[src/rtl/mlp_inference_sequencer.sv]
// Bus master that runs one complete digit inference on the Multilayer_Perceptron slave:
// configure, stream pixels, start the core, poll, read scores, argmax. Optional macro: MLP_WATCHDOG_EN.
module mlp_inference_sequencer #(
  parameter int N_IN    = 64,
  parameter int M_HID   = 32,
  parameter int H_OUT   = 10,
  parameter int TMO_CYC = 4096
) (
  input  logic        clk,
  input  logic        reset,
  input  logic        start,
  input  logic [7:0]  pix_data,
  input  logic        pix_valid,
  output logic        pix_ready,
  output logic [15:0] bus_addr,
  output logic [31:0] bus_wdata,
  output logic        bus_write,
  output logic        bus_read,
  input  logic [31:0] bus_rdata,
  output logic        busy,
  output logic        result_valid,
  output logic [3:0]  digit,
  output logic [7:0]  score,
  output logic        error
);

  localparam logic [15:0] ADDR_CTRL = 16'h0004;
  localparam logic [15:0] ADDR_STAT = 16'h0008;
  localparam logic [15:0] ADDR_N    = 16'h0010;
  localparam logic [15:0] ADDR_M    = 16'h0014;
  localparam logic [15:0] ADDR_H    = 16'h0018;
  localparam logic [15:0] ADDR_IMEM = 16'h1000;
  localparam logic [15:0] ADDR_OMEM = 16'h1800;

  typedef enum logic [3:0] {
    S_IDLE, S_CFG, S_LOAD, S_RUN, S_WAIT, S_READ, S_CLR, S_DONE, S_TSCLR, S_TCLR
  } state_e;

  state_e            state_q, state_d;
  logic [7:0]        cnt_q, cnt_d, cnt_inc;
  logic [15:0]       addr_q, addr_d;
  logic [31:0]       wdata_q, wdata_d;
  logic              wr_q, wr_d, rd_q, rd_d;
  logic signed [7:0] best_q, best_d, rd_score;
  logic [3:0]        best_idx_q, best_idx_d, digit_q, digit_d;
  logic [7:0]        score_q, score_d;
  logic              unused_ok;

`ifdef MLP_WATCHDOG_EN
  localparam int TW = $clog2(TMO_CYC + 1);
  logic [TW-1:0] tmo_q, tmo_d;
  logic          error_q, error_d;
`endif

  always_ff @(posedge clk) begin
    if (reset) begin
      state_q    <= S_IDLE;
      cnt_q      <= 8'd0;
      addr_q     <= 16'h0000;
      wdata_q    <= 32'h0;
      wr_q       <= 1'b0;
      rd_q       <= 1'b0;
      best_q     <= 8'sd0;
      best_idx_q <= 4'd0;
      digit_q    <= 4'd0;
      score_q    <= 8'd0;
`ifdef MLP_WATCHDOG_EN
      tmo_q      <= '0;
      error_q    <= 1'b0;
`endif
    end else begin
      state_q    <= state_d;
      cnt_q      <= cnt_d;
      addr_q     <= addr_d;
      wdata_q    <= wdata_d;
      wr_q       <= wr_d;
      rd_q       <= rd_d;
      best_q     <= best_d;
      best_idx_q <= best_idx_d;
      digit_q    <= digit_d;
      score_q    <= score_d;
`ifdef MLP_WATCHDOG_EN
      tmo_q      <= tmo_d;
      error_q    <= error_d;
`endif
    end
  end

  // The _d bus fields describe the transaction the bus will carry during the next cycle.
  always_comb begin
    state_d    = state_q;
    cnt_d      = cnt_q;
    cnt_inc    = cnt_q + 8'd1;
    addr_d     = 16'h0000;
    wdata_d    = 32'h0;
    wr_d       = 1'b0;
    rd_d       = 1'b0;
    best_d     = best_q;
    best_idx_d = best_idx_q;
    digit_d    = digit_q;
    score_d    = score_q;
    rd_score   = signed'(bus_rdata[7:0]);
`ifdef MLP_WATCHDOG_EN
    tmo_d      = tmo_q;
    error_d    = error_q;
`endif
    case (state_q)
      S_IDLE: begin
        if (start) begin
          state_d = S_CFG;
          cnt_d   = 8'd1;
          wr_d    = 1'b1;
          addr_d  = ADDR_N;
          wdata_d = 32'(N_IN);
`ifdef MLP_WATCHDOG_EN
          error_d = 1'b0;
`endif
        end
      end
      S_CFG: begin
        wr_d  = 1'b1;
        cnt_d = cnt_inc;
        case (cnt_q[1:0])
          2'd1: begin
            addr_d  = ADDR_M;
            wdata_d = 32'(M_HID);
          end
          2'd2: begin
            addr_d  = ADDR_H;
            wdata_d = 32'(H_OUT);
          end
          default: begin
            addr_d  = ADDR_CTRL;
            wdata_d = 32'h1;
            state_d = S_LOAD;
            cnt_d   = 8'd0;
          end
        endcase
      end
      S_LOAD: begin
        if (pix_valid) begin
          wr_d    = 1'b1;
          addr_d  = ADDR_IMEM + {8'h00, cnt_q};
          wdata_d = {24'h0, pix_data};
          cnt_d   = cnt_inc;
          if (cnt_q == 8'(N_IN - 1)) begin
            state_d = S_RUN;
            cnt_d   = 8'd0;
          end
        end
      end
      S_RUN: begin
        wr_d    = 1'b1;
        addr_d  = ADDR_CTRL;
        wdata_d = 32'h2;
        state_d = S_WAIT;
`ifdef MLP_WATCHDOG_EN
        tmo_d   = '0;
`endif
      end
      // rd_q gates the done test so the control write cycle on entry is never mistaken for a poll.
      S_WAIT: begin
        rd_d   = 1'b1;
        addr_d = ADDR_STAT;
        if (rd_q && bus_rdata[0]) begin
          addr_d  = ADDR_OMEM;
          state_d = S_READ;
          cnt_d   = 8'd0;
        end
`ifdef MLP_WATCHDOG_EN
        else if (tmo_q == TW'(TMO_CYC - 1)) begin
          rd_d    = 1'b0;
          wr_d    = 1'b1;
          addr_d  = ADDR_CTRL;
          wdata_d = 32'h4;
          state_d = S_TSCLR;
        end else begin
          tmo_d = tmo_q + 1'b1;
        end
`endif
      end
      S_READ: begin
        if (cnt_q == 8'd0 || rd_score > best_q) begin
          best_d     = rd_score;
          best_idx_d = cnt_q[3:0];
        end
        if (cnt_q == 8'(H_OUT - 1)) begin
          wr_d    = 1'b1;
          addr_d  = ADDR_CTRL;
          state_d = S_CLR;
        end else begin
          rd_d   = 1'b1;
          addr_d = ADDR_OMEM + {8'h00, cnt_inc};
          cnt_d  = cnt_inc;
        end
      end
      S_CLR: begin
        digit_d = best_idx_q;
        score_d = best_q;
        state_d = S_DONE;
      end
      S_DONE: state_d = S_IDLE;
`ifdef MLP_WATCHDOG_EN
      S_TSCLR: begin
        wr_d    = 1'b1;
        addr_d  = ADDR_CTRL;
        state_d = S_TCLR;
      end
      S_TCLR: begin
        error_d = 1'b1;
        state_d = S_IDLE;
      end
`endif
      default: state_d = S_IDLE;
    endcase
  end

  assign pix_ready    = (state_q == S_LOAD);
  assign busy         = (state_q != S_IDLE);
  assign result_valid = (state_q == S_DONE);
  assign bus_addr     = addr_q;
  assign bus_wdata    = wdata_q;
  assign bus_write    = wr_q;
  assign bus_read     = rd_q;
  assign digit        = digit_q;
  assign score        = score_q;
`ifdef MLP_WATCHDOG_EN
  assign error        = error_q;
`else
  assign error        = 1'b0;
`endif

  assign unused_ok = ^{bus_rdata[31:8], (TMO_CYC > 0)};

endmodule

[config.mk]
export PLATFORM = sky130hd
export DESIGN_NAME = mlp_inference_sequencer
export DESIGN_NICKNAME = d
export VERILOG_FILES = /design/src/rtl/mlp_inference_sequencer.sv
export SDC_FILE = /design/constraint.sdc
export NUM_CORES = 1
export LEC_CHECK = 0
export CAP_MARGIN = 20
export CORE_AREA = 2 2 85 87
export DETAILED_ROUTE_END_ITERATION = 7
export DIE_AREA = 0 0 87 89
export PLACE_DENSITY_LB_ADDON = 0.2
export SLEW_MARGIN = 10
export SYNTH_ARGS = -nofsm -noshare
export SYNTH_HDL_FRONTEND = slang
export SYNTH_SLANG_ARGS = --single-unit
[constraint.sdc]
create_clock -name clk -period 2.5 [get_ports clk]
set_input_delay 0.25 -clock clk [delete_from_list [all_inputs] [get_ports clk]]
set_output_delay 0.25 -clock clk [all_outputs]
set_load 0.05 [all_outputs]
After elaboration in Yosys (flattened, before gate mapping) --
Index checks and enable logic that the tools add are counted.
Storage, ports and cells: bits of input ports 44, register bits after elaboration 86, logic and storage cells 73, output and inout bits 66
Cells by class: $lt $le $gt $ge 1, muxes and demuxes 30, reductions and logical operators 11, eq/ne operators 18, add/subtract/negate cells 3
Operator list (count):
- 14-bit one-hot mux with 6 select lines | 1
- 8-bit two-way mux | 7
- 8-bit one-hot mux with 5 select lines | 1
- 8-bit one-hot mux with 4 select lines | 1
- 13-bit by 8-bit adder with 14-bit output (first input constant) | 2
- 14-bit two-way mux | 2
- 4-bit one-hot mux with 7 select lines | 1
- 4-bit two-way mux | 6
- 4-bit by 3-bit == test with 1-bit output (second input constant) | 4
- 13-bit two-way mux | 1
- 2-bit inequality test (second input constant) | 6
- 6-bit one-hot mux with 2 select lines | 1
- 5-bit one-hot mux with 2 select lines | 1
- 8-bit by 1-bit adder with 8-bit output (second input constant) | 1
- 4-bit by 2-bit == test with 1-bit output (second input constant) | 2
- 8-bit by 4-bit == test with 1-bit output (second input constant) | 1
- 8-bit by 6-bit == test with 1-bit output (second input constant) | 1
- 8-bit greater-than comparator | 1
- 8-bit logical NOT | 1
- 7-bit two-way mux | 1
- 6-bit AND reduction | 1
- 5-bit two-way mux | 1
- 5-bit AND reduction | 1
- 5-bit nonzero test | 1
- 13 further kinds | 17

Logic depth before layout (Yosys ltp) --
depth in word-level cells 4, mapped depth 8, depth with buffers taken out 7

Least setup slack after synthesis --
No wires, ideal clock.
path kind reg2reg, start point register best_q[7], end point register best_idx_q[0], clock period less this slack 1.956 ns, buffers on the path 1, required time 2.428 ns, arrival time 1.884 ns, setup slack 0.544 ns, setup time 0.072 ns, cell stages (with the launch flop) 9, cell sequence dfxtp_1 > inv_1 > ha_1 > nand4_1 > o221a_2 > o31ai_1 > mux2i_1 > buf_4 > mux2i_1
Between the ends: longest elaborated chain between the ends 3
Ends and longest elaborated chain:
- start: declaration | line 44 | logic signed [7:0] best_q, best_d, rd_score;
- start signal: assignment | line 78 | best_q <= best_d;
- 8-bit greater-than comparator | line 183 | if (cnt_q == 8'd0 || rd_score > best_q) begin
- 1-bit logical OR | line 183
- 2-bit AND reduction (no line)
- end signal: assignment | line 79 | best_idx_q <= best_idx_d;
- end: declaration | line 45 | logic [3:0] best_idx_q, best_idx_d, digit_q, digit_d;
Every way passes these cells. A chain may end at the register's enable or synchronous reset.

Final worst setup path --
start point register state_q[0], end point output port busy
Between the ends: longest elaborated chain between the ends 1
Ends and longest elaborated chain:
- start: declaration | line 39 | state_e state_q, state_d;
- start signal: assignment | line 72 | state_q <= state_d;
- 4-bit nonzero test | line 219 | assign busy = (state_q != S_IDLE);
- end: declaration | line 20 | output logic busy,
Every way passes these cells.

==> impl_metrics.env <==
export IMPL_ir_worst_vdd_uv=372
export IMPL_first_iter_violations=167
export IMPL_setup_violations=0
export IMPL_area_delta_synth_final_pct=21.6
export IMPL_first_pass_iters=4
export IMPL_die_width_um=87
export IMPL_yosysWarnings=0
export IMPL_path_max_fanout=17
export IMPL_syn_avg_cell_area_um2=8.41
export IMPL_start_kind="flip-flop"
export IMPL_portBuffers=54
export IMPL_drc=0
export IMPL_async_flop_share_pct=0
export IMPL_worstHoldPathType="reg -> reg"
export IMPL_die_h_um=89
export IMPL_clkTransAtPathRegs_ns=0.09
export IMPL_p_leak_nw=1.58
export IMPL_clock_latency_ns=0.30
export IMPL_worstPathRequired_ns=2.25
export IMPL_cts_tree="yes"
export IMPL_syn_inst=359
export IMPL_vias=2516
export IMPL_initial_core_util_pct=45.0
export IMPL_cts_made_buffers=5
export IMPL_grt_max_degree=20
export IMPL_cts_repair_resized=0
export IMPL_cts_sinks=55
export IMPL_antenna_cells=0
export IMPL_slowest_delay_ns=0.80
export IMPL_drv_cap=0
export IMPL_ys_seq_area_share_pct=36.5
export IMPL_die_area_um2=7740
export IMPL_cp_end_kind="primary output"
export IMPL_fin_crit_ns=2.25
export IMPL_synth_edff_count=0
export IMPL_synth_seq_cells=55
export IMPL_std_cell_rows=30
export IMPL_antenna_found_initial=0
export IMPL_crit_buf_inv=1
export IMPL_wire_per_inst_um=13.7
export IMPL_cts_htree_levels=2
export IMPL_core_area_um2=6720
export IMPL_via_per_inst=5.11
export IMPL_gp_congestion=0.871
export IMPL_p_per_area_nw_per_um2=791
export IMPL_worst_slew_pin_slew_ns=0.624
export IMPL_grt_pass1_wl_um=10900
export IMPL_ant_nets=0
export IMPL_fin_crit_sh_pct=90.1
export IMPL_drt_total_wl_um=6720
export IMPL_fin_nets=469
export IMPL_cts_root_buf="clkbuf_8"
export IMPL_drive_above_1_share_pct=9.22
export IMPL_max_slew_margin_pct=58.2
export IMPL_fin_tns_setup_ns=0
export IMPL_syn_area_um2=3020
export IMPL_grt_pass1_vias=2202
export IMPL_worstPathCellList="nor2_1 -> nand2_1 -> clkdlybuf4s50_1"
export IMPL_worst_path_dominant_cell_family="buffers and inverters"
export IMPL_gr_total_overflow=0
export IMPL_ys_types=51
export IMPL_grtUsageTotal_pct=17.5
export IMPL_max_freq_mhz=444
export IMPL_rsz0062_at_grt="false"
export IMPL_cp_arrival_ns=2.00
export IMPL_status="complete, no violations"
export IMPL_io_pins=110
export IMPL_clockBufferDepth=2
export IMPL_drv_slew=0
export IMPL_hpwl_um=4950
export IMPL_final_hold_viol_count=0
export IMPL_cts_hold_buf=0
export IMPL_cpMaxStageDelayCell="clkdlybuf4s50_1"
export IMPL_synthFlopType="dfxtp_1"
export IMPL_post_cts_buffers=0
export IMPL_whs_ns=0.468
export IMPL_crit_type="reg -> out"
export IMPL_skew_ns=0.0109
[worst min-delay path: stages (launching register included)]
cell and delay [ns]:
dfxtp_1 0.32, nand2_1 0.05, mux2i_1 0.05
[path summary, 6_finish.rpt]
path | cells after the start | endpoint | slack (ns) | from
hold reg to reg | 2 | best_idx_q[3] | 0.47 | best_idx_q[3]
hold / removal | 2 | best_idx_q[3] | 0.47 | best_idx_q[3]
setup / recovery | 3 | busy | 0.25 | state_q[0]
setup reg to reg | 8 | best_q[7] | 0.42 | best_q[7]
[registers in the layout, indices dropped and copies added (netlist names)]
| signal | cells |
|---|---|
| score | 8 |
| cnt_q | 8 |
| best_idx_q | 4 |
| best_q | 8 |
| bus_addr | 10 |
| state_q | 3 |
| bus_write | 1 |
| bus_read | 1 |
| digit | 4 |
| bus_wdata | 8 |
[routing by layer]
layer	vias up	wire, um	global-route usage (%)
met3	2	400	3.05
li1	1280	-	-
met4	0	33	3.98
met5	-	0	0
met1	1157	3220	25.1
met2	77	3060	27.5
[cells by family after synthesis]
family	count (synthesis)	synth area share, %
flip-flops	55	36.5
AO/OA/AOI/OAI	75	17.0
XOR/XNOR	2	0.580
multiplexers	19	6.30
other	1	0.124
buffers and inverters	70	13.2
adder cells (fa/ha/maj)	14	5.80
AND/OR/NAND/NOR	123	20.5
[through the flow]
stage | instance area, um2 | total power (W) | std cells | util (%) | worst slack, ns
finish | 3670 | 0.00291 | 492 | 54.7 | 0.247
global route | 3670 | 0.00305 | 492 | 54.7 | 0.147
CTS | 3670 | 0.00292 | 492 | 54.7 | 0.212
detailed placement | 3540 | 0.00223 | 484 | 52.7 | 0.163
global placement | 3540 | 0.00222 | 484 | 52.7 | 0.235
floorplan | 3130 | 0.00192 | 389 | - | 0.544
[cell type report]
class                           count  area (um2)
Clock buffer                        6        72.6
Fill cell                         617        3050
Sequential cell                    55        1100
Clock inverter                      2        60.1
Timing Repair Buffer               68         643
Tap cell                           80         100
Multi-Input combinational cell    264        1630
Inverter                           17        63.8
[report_power, final]
group	internal, W	switching [W]
registers	0.000946	0.0000949
logic	0.000414	0.000766
clock network	0.000401	0.000287
[placed cells by master, fill, tap and decap left out, types with 9 or more instances in the layout]
cell type | netlist | layout
dfxtp_1 | 55 | 55
ha_1 | 14 | 14
nand2_1 | 37 | 37
clkdlybuf4s50_1 | 0 | 53
o21ai_0 | 13 | 13
conb_1 | 1 | 31
buf_4 | 33 | 15
inv_1 | 17 | 17
nor2_1 | 38 | 38
a21oi_1 | 27 | 27
and3_1 | 9 | 9
mux2i_1 | 19 | 19
nand3_1 | 13 | 13
[Yosys cell counts (all sizes together) (2+ instances only)]
master | instances | share of area [%]
a211oi | 2 | 0.50
a21o | 5 | 1.2
a21oi | 28 | 4.8
a22oi | 3 | 0.75
a31o | 2 | 0.58
a31oi | 2 | 0.41
a32oi | 3 | 0.87
and3 | 10 | 2.1
buf | 44 | 10
clkbuf | 9 | 1.1
dfxtp | 55 | 36
ha | 14 | 5.8
inv | 17 | 2.1
mux2i | 19 | 6.3
nand2 | 39 | 5.6
nand3 | 13 | 2.2
nand3b | 5 | 1.2
nand4 | 4 | 0.83
nand4b | 2 | 0.58
nor2 | 38 | 4.7
nor2b | 3 | 0.62
o211ai | 2 | 0.50
o21ai | 14 | 2.3
o31ai | 3 | 0.75
o41ai | 4 | 1.9
or3 | 2 | 0.41
Note: power is estimated with default switching activity, not from simulation.
==> patch 1: new RTL, same flow settings <==
Build with the macro `MLP_WATCHDOG_EN` defined.
--- a/src/rtl/mlp_inference_sequencer.sv
+++ b/src/rtl/mlp_inference_sequencer.sv
@@ -1,5 +1,7 @@
 // Bus master that runs one complete digit inference on the Multilayer_Perceptron slave:
 // configure, stream pixels, start the core, poll, read scores, argmax. Optional macro: MLP_WATCHDOG_EN.
+`define MLP_WATCHDOG_EN
+
 module mlp_inference_sequencer #(
   parameter int N_IN    = 64,
   parameter int M_HID   = 32,
Function: no difference found for any inputs over 10 cycles, from zero or initial values and one cycle with reset high; that may be too few to reach the edited logic, so the function may still have changed.
==> patch 1 against the unedited design <==
  * Non-clock buffer count rose by 1
  * Routed wire length increased by 31%
  * Critical path depth increased by 2
  * Area after synthesis increased by 32%
  * Clock skew decreased by 0.0034 ns
  * Final area grew 28%
  * Total power increased by 21%
  * Cell count up 24%
  * Setup slack improved by 0.053 ns
  * Sequential cell count increased by 15
==> patch 1: results (changes against the unedited design) <==
- Status: complete, no violations
- H-Tree Depth: 3 (+1)
- Synth Area in XOR/XNOR: 1.32% (+0.74 points)
- Via density: 5.56 (+8.7%)
- List of most frequent post-synthesis cells: 70 x dfxtp_1, 52 x nand2_1, 44 x a21oi_1
- Largest net degree at the start of global routing: 38 (+90%)
- Leakage power: 1.71 nW (+8.1%)
- Max reg flops: 13 (+3)
- Worst Path Arrival: 2.48 ns (+0.48 ns)
- Least-Margin Pin Slew: 0.836 ns (+0.213 ns)
- Dpl hpwl: 6.49 mm (+31%)
- Netlist cell types: 64 (+25%)
- Tot Pwr: 3.50 mW (+21%)
- Post-Syn Instances: 473 (+32%)
- Worst VDD drop: 0.000349 V (-6.2%)
- PortBufs: 55 (+1.9%)
- Clock latency on the worst-skew pair: 0.35 ns (+0.05 ns)
- GRT Total Usage: 23.9% (+6.4 points)
- Largest cells by area after synthesis: dfxtp_1 35%, buf_4 6.2%, a21oi_1 5.5%
- Fraction of layout cells with a size suffix above 1: 10.2% (+1.0 points)
- Hold Crit Class: input pin to register
- Post-synthesis adder-cell area fraction: 4.71% (-1.1 points)
- Final Net Count: 582 (+24%)
- Compound-Gate Fraction of Synth Area: 16.5% (-0.48 points)
- First-pass GRT wire length: 14.5 mm (+34%)
- CTS Buf Count: 9 (+4)
- Routed WL: 8.83 mm (+31%)
- GP Congestion: 0.824 (-5.4%)
- Post-synthesis mux area share: 4.08% (-2.2 points)
- CTS Root Cell: clkbuf_8
- DP Area: 4470 sq um (+26%)
- CP Max Fanout: 12 (-5)
- Starting DRT DRC Count: 202 (+21%)
patch 1: cell types whose count changed after synthesis, moves of 6 or more:
cell | before | now
nand2b_1 | 1 | 28
dfxtp_1 | 55 | 70
a21oi_1 | 27 | 44
or3_1 | 2 | 8
nor3_1 | 0 | 13
nand2_1 | 37 | 52
patch 1: power by group:
group	switching, mW	internal (mW)
Sequential	0.0604	1.17
Combinational	0.753	0.404
Clock	0.445	0.667
Total	1.26	2.24
patch 1: path summary, 6_finish.rpt:
check                                from                       to  slack [ns]  cells after the start
hold / removal                pix_data[7]  bus_wdata[7]$_SDFF_PP0_        0.42                      3
setup / recovery  state_q[2]$_SDFFE_PP0P_    tmo_q[9]$_SDFFE_PP0P_        0.30                      5
hold reg to reg     score[0]$_SDFFE_PP0P_    score[0]$_SDFFE_PP0P_        0.46                      2
setup reg to reg  state_q[2]$_SDFFE_PP0P_    tmo_q[9]$_SDFFE_PP0P_        0.30                      5
patch 1: worst max-delay path, stage by stage (launching register included):
cell	delay (ns)
dfxtp_1	0.68
nor4b_4	0.42
nand2_2	0.26
a2111oi_4	0.34
mux2_1	0.36
nor2_1	0.08
patch 1: area by class of cell:
cell class / instances / area [sq um]
clock buffers: 9 / 124
clock inverters: 7 / 121
fillers: 543 / 2010
inverters: 22 / 82.6
multi-input cells: 351 / 2230
flip-flops and latches: 70 / 1400
well taps: 80 / 100
repair buffers: 69 / 648
patch 1: routing by layer:
metal / global-route usage [%] / share of wire (%)
met1: 28.7 / 45
met2: 41.4 / 49
met3: 6.00 / 5.4
met4: 9.09 / 1.4
met5: 0 / 0
patch 1: stage by stage:
step	util, %	setup slack (ns)
global route	70.1	0.166
CTS	70.1	0.309
global placement	66.5	0.234
finish	70.1	0.300
detailed placement	66.5	0.215
floorplan	-	0.354
==> patch 2: new RTL, same flow settings <==
Made on the original files. Compare `cnt_q` against `8'(N_IN - 1)` with >= in place of ==.
--- a/src/rtl/mlp_inference_sequencer.sv
+++ b/src/rtl/mlp_inference_sequencer.sv
@@ -143,7 +143,7 @@
           addr_d  = ADDR_IMEM + {8'h00, cnt_q};
           wdata_d = {24'h0, pix_data};
           cnt_d   = cnt_inc;
-          if (cnt_q == 8'(N_IN - 1)) begin
+          if (cnt_q >= 8'(N_IN - 1)) begin
             state_d = S_RUN;
             cnt_d   = 8'd0;
           end
Behaviour: no difference found for any inputs over 10 cycles, from zero or initial values and one cycle with reset high; that may be too few to reach the edited logic, so the function may still have changed.
==> patch 2 against the unedited design <==
  * Sequential cell count is the same
  * Non-clock buffer count grew 14
  * Setup slack lost 0.045 ns
  * Routed wire length grew 25%
  * Cell count grew 13%
  * Area after synthesis grew 12%
  * Count of clock-buffer cells in the layout shrank 1
  * Total power shrank 20%
  * Largest cell class unchanged
  * Highest routed layer unchanged
  * Die area is the same
  * Final area grew 12%
==> patch 2: results (changes against the unedited design) <==
- Post-Syn Instances: 418 (+16%)
- Non-filler cells, final: 557 (+13%)
- First-pass GRT wire length: 13.9 mm (+28%)
- List of most frequent post-synthesis cells: 55 x dfxtp_1, 43 x nor2_1, 35 x a21oi_1
- Final hold slack: 0.486 ns (+0.0182 ns)
- Met2 routed wirelength: 4.20 mm (+37%)
- Comb pwr share: 33.2% (-7.4 points)
- Largest cells by area after synthesis: dfxtp_1 32%, buf_4 7.1%, a21oi_1 5.2%
- Worst VDD drop: 0.000315 V (-15%)
- First-pass DRT Iterations: 5 (+1)
- Post-synthesis mux area share: 2.43% (-3.9 points)
- Worst-path clk slew: 0.11 ns (+0.02 ns)
- Compound-Gate Fraction of Synth Area: 25.2% (+8.2 points)
- Dpl hpwl: 6.27 mm (+27%)
- FF-to-FF End: best_q[0]$_SDFFE_PP0P_
- Status: complete, no violations
- Via count: 3179 (+26%)
- Critical Path Start: cnt_q[1]$_SDFFE_PP0P_
- Hold Path Origin: pix_data[1]
- CP Max Fanout: 16 (-1)
- WL/cell: 15.1 microns (+11%)
- Flop2flop setup slack: 0.20 ns (-0.22 ns)
- Netlist cell types: 59 (+16%)
- Final Net Count: 534 (+14%)
- Post-synthesis sequential area ratio: 32.5% (-4.0 points)
- Largest net degree at the start of global routing: 43 (+110%)
- Pint: 1.46 mW (-17%)
- DP Area: 3980 sq um (+12%)
- GP Congestion: 0.941 (+8.0%)
- Leakage power: 1.59 nW (+0.15%)
- Vias in the first global route: 2897 (+32%)
- GRT Total Usage: 22.6% (+5.1 points)
- Hold Crit Class: input pin to register
- Placed cells: 549 (+13%)
- Hold EP: bus_wdata[1]$_SDFF_PP0_
- Cell count of the worst hold path: 3 (+1)
- Pre-CTS WS: 0.104 ns (-0.0588 ns)
==> patch 2: cell count changes after synthesis, sizes merged, moves of 10 or more <==
cell | unedited run | this run
nand2 | 39 | 22
clkbuf | 9 | 21
a221oi | 0 | 13
mux2i | 19 | 6
o211ai | 2 | 12
nor2b | 3 | 18
==> patch 2: critical path: stages (launching register included) <==
cell and delay [ns]:
dfxtp_1 0.33, inv_1 0.16, ha_1 0.18, or3b_2 0.47
or2_1 0.33, a21o_4 0.32, a221oi_2 0.28, o41ai_2 0.10
==> patch 2: repair_timing <==
item,CTS,global route
hold endpoints to repair,0,0
endpoints found under the setup margin,0,3
gates resized for setup,0,1
==> patch 2: final cells by class <==
| type | count | area, sq um |
|---|---|---|
| multi-input cells | 316 | 1980 |
| clock inverters | 3 | 46.3 |
| inverters | 16 | 60.1 |
| repair buffers | 82 | 741 |
| flip-flops and latches | 55 | 1100 |
| well taps | 80 | 100 |
| clock buffers | 5 | 68.8 |
| fillers | 654 | 2620 |
